<file path="src/rtl/tick_counter_display_pkg.sv">
// Shared display definitions: 7-segment encoding table, blank pattern
// and the width/BCD helpers used at elaboration time.
package tick_counter_display_pkg;

  localparam logic [6:0] SEG_BLANK = 7'b1111111;

  // Bits ordered g..a, active low.
  function automatic logic [6:0] seg7_encode(input logic [3:0] nibble);
    case (nibble)
      4'h0:    return 7'b1000000;
      4'h1:    return 7'b1111001;
      4'h2:    return 7'b0100100;
      4'h3:    return 7'b0110000;
      4'h4:    return 7'b0011001;
      4'h5:    return 7'b0010010;
      4'h6:    return 7'b0000010;
      4'h7:    return 7'b1111000;
      4'h8:    return 7'b0000000;
      4'h9:    return 7'b0011000;
      4'hA:    return 7'b0001000;
      4'hB:    return 7'b0000011;
      4'hC:    return 7'b1000110;
      4'hD:    return 7'b0100001;
      4'hE:    return 7'b0000110;
      4'hF:    return 7'b0001110;
      default: return SEG_BLANK;
    endcase
  endfunction

  function automatic int clog2(input int value);
    int width;
    width = 1;
    for (int i = 1; i < 31; i++) begin
      if ((1 << i) < value) width = i + 1;
    end
    return width;
  endfunction

  function automatic logic [31:0] to_bcd(input int value);
    logic [31:0] bcd;
    int rest;
    bcd  = '0;
    rest = value;
    for (int i = 0; i < 8; i++) begin
      bcd[4*i +: 4] = 4'(rest % 10);
      rest = rest / 10;
    end
    return bcd;
  endfunction

endpackage

</file>
<file path="src/rtl/tick_counter_display_seg7_decode.sv">
// One display digit: a nibble in, active-low segments (g..a) out.
module seg7_decode
  import tick_counter_display_pkg::*;
(
  input  logic [3:0] digit_i,
  output logic [6:0] seg_o
);

  assign seg_o = seg7_encode(digit_i);

endmodule

</file>
<file path="src/rtl/tick_counter_display.sv">
// Prescaled up/down modulo counter with wrap pulse, driving a row of
// 7-segment digits as either BCD or hex nibbles.
module tick_counter_display
  import tick_counter_display_pkg::*;
#(
  parameter  int CLK_HZ  = 50_000_000,
  parameter  int TICK_HZ = 30,
  parameter  int MODULUS = 31,
  parameter  int DIGITS  = 2,
  parameter  int DECIMAL = 1,
  localparam int CW      = clog2(MODULUS)
) (
  input  logic                  CLOCK_50,
  input  logic                  reset,
  input  logic                  enable,
  input  logic                  down,
  input  logic                  clear,
  output logic                  tick,
  output logic [CW-1:0]         count,
  output logic                  wrap,
  output logic [7*DIGITS-1:0]   HEX
);

  localparam int            DIV        = CLK_HZ / TICK_HZ;
  localparam int            PW         = clog2(DIV);
  localparam logic [PW-1:0] PRESC_LAST = PW'(DIV - 1);
  localparam logic [CW-1:0] COUNT_LAST = CW'(MODULUS - 1);

  if (DIV < 2) begin : g_bad_div
    $error("tick_counter_display: CLK_HZ/TICK_HZ must be at least 2");
  end
  if (MODULUS < 2) begin : g_bad_modulus
    $error("tick_counter_display: MODULUS must be at least 2");
  end
  if (DECIMAL != 0 && (DIGITS > 8 || (MODULUS - 1) >= 10 ** DIGITS)) begin : g_bad_bcd
    $error("tick_counter_display: MODULUS-1 does not fit in DIGITS decimal digits");
  end
  if (DECIMAL == 0 && CW > 4 * DIGITS) begin : g_bad_hex
    $error("tick_counter_display: MODULUS-1 does not fit in DIGITS hex digits");
  end

  logic [PW-1:0]          prescale_q, prescale_d;
  logic [CW-1:0]          count_q, count_d;
  logic                   wrap_q, wrap_d;
  logic                   atLast, atZero, advance;
  logic [DIGITS-1:0][3:0] digitVal;

  assign tick    = (prescale_q == PRESC_LAST) && !reset;
  assign atLast  = count_q == COUNT_LAST;
  assign atZero  = count_q == '0;
  assign advance = tick && enable;

  // clear wins over a coincident tick and suppresses the wrap pulse.
  always_comb begin
    prescale_d = (prescale_q == PRESC_LAST) ? '0 : prescale_q + 1'b1;
    count_d    = count_q;
    wrap_d     = 1'b0;
    if (clear) begin
      count_d = '0;
    end else if (advance) begin
      if (!down) begin
        count_d = atLast ? '0 : count_q + 1'b1;
        wrap_d  = atLast;
      end else begin
        count_d = atZero ? COUNT_LAST : count_q - 1'b1;
        wrap_d  = atZero;
      end
    end
  end

  always_ff @(posedge CLOCK_50) begin
    if (reset) begin
      prescale_q <= '0;
      count_q    <= '0;
      wrap_q     <= 1'b0;
    end else begin
      prescale_q <= prescale_d;
      count_q    <= count_d;
      wrap_q     <= wrap_d;
    end
  end

  assign count = count_q;
  assign wrap  = wrap_q;

  if (DECIMAL != 0) begin : g_bcd
    localparam logic [4*DIGITS-1:0] MAX_BCD = (4*DIGITS)'(to_bcd(MODULUS - 1));

    logic [DIGITS-1:0][3:0] bcd_q, bcd_d;
    logic                   carry;

    // Ripple a BCD increment/decrement alongside the binary count so the
    // digits change on the same edge without a binary-to-decimal divider.
    always_comb begin
      bcd_d = bcd_q;
      carry = 1'b0;
      if (clear) begin
        bcd_d = '0;
      end else if (advance) begin
        if (!down && atLast) begin
          bcd_d = '0;
        end else if (down && atZero) begin
          bcd_d = MAX_BCD;
        end else begin
          carry = 1'b1;
          for (int i = 0; i < DIGITS; i++) begin
            if (carry) begin
              if (!down) begin
                carry    = bcd_q[i] == 4'd9;
                bcd_d[i] = carry ? 4'd0 : bcd_q[i] + 4'd1;
              end else begin
                carry    = bcd_q[i] == 4'd0;
                bcd_d[i] = carry ? 4'd9 : bcd_q[i] - 4'd1;
              end
            end
          end
        end
      end
    end

    always_ff @(posedge CLOCK_50) begin
      if (reset) bcd_q <= '0;
      else       bcd_q <= bcd_d;
    end

    assign digitVal = bcd_q;
  end else begin : g_hex
    logic [4*DIGITS-1:0] countExt;
    assign countExt = (4*DIGITS)'(count_q);
    assign digitVal = countExt;
  end

  for (genvar i = 0; i < DIGITS; i++) begin : g_digit
    seg7_decode u_decode (
      .digit_i (digitVal[i]),
      .seg_o   (HEX[7*i +: 7])
    );
  end

endmodule
</file>
<file path="config.mk">
export PLATFORM = sky130hd
export DESIGN_NAME = tick_counter_display
export DESIGN_NICKNAME = d
export VERILOG_FILES = /design/src/rtl/tick_counter_display_pkg.sv /design/src/rtl/tick_counter_display_seg7_decode.sv /design/src/rtl/tick_counter_display.sv
export SDC_FILE = /design/constraint.sdc
export NUM_CORES = 1
export LEC_CHECK = 0
export CAP_MARGIN = 10
export CORE_MARGIN = 5
export CORE_UTILIZATION = 45
export DETAILED_ROUTE_END_ITERATION = 6
export PLACE_DENSITY = 0.67
export SYNTH_ARGS = -nofsm -noshare
export SYNTH_HDL_FRONTEND = slang
export SYNTH_SLANG_ARGS = --single-unit
export TNS_END_PERCENT = 100
</file>
<file path="constraint.sdc">
create_clock -name CLOCK_50 -period 4.4 [get_ports CLOCK_50]
set_input_delay 0.66 -clock CLOCK_50 [delete_from_list [all_inputs] [get_ports CLOCK_50]]
set_output_delay 0.66 -clock CLOCK_50 [all_outputs]
set_load 0.02 [all_outputs]
</file>
==> flow_summary_export.csv <==
group,metric,value,unit
pwr,worst_ir_drop_vdd,165,uV
worst_setup_path,r2r_end,"g_digit[0].u_decode.seg_o[3]$_DFF_P_",
sta,fin_hold_ws,0.473,ns
sta,setup_total_negative_slack,0,ns
finish,finalNonFillerCells,436,
global_routing,grtUsageMet2,26.1,%
sta,fmax,275,MHz
global_routing,grt_util_all_layers,15.6,%
sta,grt_setup_unrepaired,"no",
finish,layout.area.seq,981,um2
synthesis,dominantRegCellSynth,"dfxtp_1",
sta,layout_worst_path_cycle_share,82.5,%
worst_setup_path,timing.critical_path.arrival,3.86,ns
clocking,clock_path_buffers,2,
worst_hold_path,holdPathEnd,"prescale_q[0]$_SDFF_PP0_",
status,outcome,"finished clean",
route,detailroute.via_count,2490,
sta,min_period,3.63,ns
finish,flow.area_growth_from_synthesis,12.9,%
worst_hold_path,holdPathStages,1,
die,die-area,0.00829,mm2
finish,finish.utilization,52.3,%
worst_setup_path,crit_path_end_kind,"flip-flop",
synthesis,syn-num-nets,359,
sta,count_of_final_hold_check_violations,0,
route,drt-pass1-iter-count,4,
clocking,root_buffer,"clkbuf_8",
placed_design,placement.cell_area,0.00326,mm2
clocking,htreeDepth,2,
synthesis,synth_top_cell_area_share,33.2,%
sta,setup_violations,0,
synthesis,post_synth_instance_area,0.00296,mm2
clocking,tritoncts_num_sinks,49,
worst_setup_path,rr_worst_depth,11,
placed_design,gp_routability_congestion,0.817,
pwr,leakage,1.25,nW
clocking,cts-resized-gates,0,
placed_design,cell_count_after_placement,428,
route,drt-total-wl,6250,um
job,cap_violations,0,
synthesis,synthArstFlopShare,0,%
synthesis,syn-mean-instance-area,8.80,um2
die,die_x,91.1,um
sta,final-max-slew-violation-count,0,
clocking,clk-insertion-delay-late,0.30,ns
sta,max_slew.worst_pin.slew,0.751,ns
finish,finalInstanceArea,0.00334,mm2
clocking,tritoncts,"built",
pwr,totalPowerFinal,752,uW
placed_design,port_buffers,25,
finish,multi_input_comb_area,0.00182,mm2
pwr,power.density_cell_area,225,mW/mm2
die,core.rowCount,29,
global_routing,global_route.overflow_total,0,
finish,nets,381,
finish,layout-drive-gt1-share,8.91,%
global_routing,grt_start_max_net_pins,22,
sta,finalClockSkew,0.00620,ns
synthesis,synth_edf_count,0,
synthesis,netlist.top_cell.by_area,"dfxtp_1",
die,initial_utilization,46.3,%
global_routing,grt_first_pass_wirelength,11100,um
synthesis,synthesis.yosys.warnings,0,
route,drtAntennaViolNets,0,
synthesis,post-synth-top-count-cell,"dfxtp_1",
route,drc,0,
worst_setup_path,critical_path_required,4.62,ns
worst_setup_path,timing.critical_path.fanout_max,21,
die,coreArea,0.00639,mm2
worst_setup_path,timing.rr.start,"count[0]$_SDFFE_PP0N_",
placed_design,dp_hpwl,4600,um
worst_setup_path,r2r_slack,1.16,ns
clocking,cts_setup_buffers,0,
synthesis,syn-instance-count,336,
synthesis,ys_seq_elements,49,
die,ios,26,
synthesis,post_synth_num_cell_types,75,
finish,diodes,0,
worst_hold_path,min-delay-path-class,"reg -> reg",
worst_setup_path,path_class,"in -> reg",
route,wire_per_inst,14.3,um
global_routing,grt_pass1_vias,2357,
worst_hold_path,launch_point_of_the_worst_hold_path,"prescale_q[0]$_SDFF_PP0_",
die,floorplan.die.height,91.1,um
placed_design,post-place-ws,0.520,ns
global_routing,gr-usage-met3,3.22,%
sta,setup_ws,0.768,ns
route,first_iter_violations,110,
global_routing,grt_antenna_before_repair,0,
global_routing,grt_busiest_layer,"met2",
route,vias_per_cell,5.71,
clocking,cts_inserted_buffers,5,
clocking,holdBufCountCts,0,
sta,maxSlewHeadroom,49.7,%
global_routing,grt_util_met1,20.1,%
finish,layout.filler_cells,604,
synthesis,commonest_cells_in_the_netlist,"dfxtp_1, nor2_1, ha_1, nand2_1, inv_1",
clocking,clk_transition_reported_paths,0.09,ns
synthesis,synth.top_cells.by_area,"dfxtp_1, ha_1, nor2_1",
synthesis,ys_seq_area_share,33.2,%
worst_setup_path,setup.worst_path.start_class,"input pin",
-- state kept, by name, summed over array words and instances, names as in the netlist --
signal	cells
count	5
prescale_q	21
digitVal	8
wrap	1
g_digit.u_decode.seg_o	14
-- logic make-up after synthesis --
logic type,after synthesis,share of synthesized area [%]
multiplexers,11,4.23
buffers and inverters,34,5.20
flip-flops,49,33.2
adder cells (fa/ha/maj),18,7.62
XOR/XNOR,19,5.63
AO/OA/AOI/OAI,71,17.3
AND/OR/NAND/NOR,134,26.8
-- report_power, final --
part	switching, mW	internal [mW]
Combinational	0.0219	0.0154
Sequential	0.00264	0.445
Clock	0.154	0.113
Total	0.179	0.574
-- layout make-up --
class                      count  area share [%]
multi-input combinational    253            54.6
clock buffer                   7            2.29
tap                           77            2.88
clock inverter                 1           0.225
timing repair buffer          28            8.17
sequential                    49            29.4
inverter                      21            2.51
-- layer usage --
layer / vias to the layer above / part of all wire (%)
met3: 7 / 4.4
met2: 46 / 48
met5: - / 0
met1: 1177 / 46
met4: 0 / 1.1
li1: 1260 / -
-- worst max path at each step --
| stage | from | end | slack, ns | cells after the start |
|---|---|---|---|---|
| floorplan | count[0]$_SDFFE_PP0N_ | g_digit[1].u_decode.seg_o[3]$_DFF_P_ | 1.58 | 12 |
| global placement | down | g_digit[0].u_decode.seg_o[3]$_DFF_P_ | 0.50 | 10 |
| detailed placement | down | g_digit[0].u_decode.seg_o[3]$_DFF_P_ | 0.52 | 10 |
| CTS | down | g_digit[0].u_decode.seg_o[3]$_DFF_P_ | 0.82 | 10 |
| global route | down | g_digit[0].u_decode.seg_o[3]$_DFF_P_ | 0.47 | 10 |
| finish | down | g_digit[0].u_decode.seg_o[3]$_DFF_P_ | 0.77 | 10 |
-- critical path, cell delays in order --
cell             delay (ns)
clkdlybuf4s50_1        0.74
buf_4                  0.31
a2bb2oi_1              0.45
nand2_1                0.09
a2111oi_0              0.47
a31oi_1                0.23
ha_1                   0.43
inv_1                  0.09
mux2i_1                0.12
a211oi_1               0.25
-- cells in the final DEF, fill, tap and decap left out, drive strengths merged, types with 9 or more instances in the layout --
| cell | instances |
|---|---|
| xor2 | 14 |
| nand3 | 12 |
| clkdlybuf4s50 | 25 |
| o22ai | 9 |
| inv | 19 |
| nand2 | 20 |
| a21oi | 14 |
| dfxtp | 49 |
| nor2 | 38 |
| ha | 18 |
(Power assumes the default switching activity.)
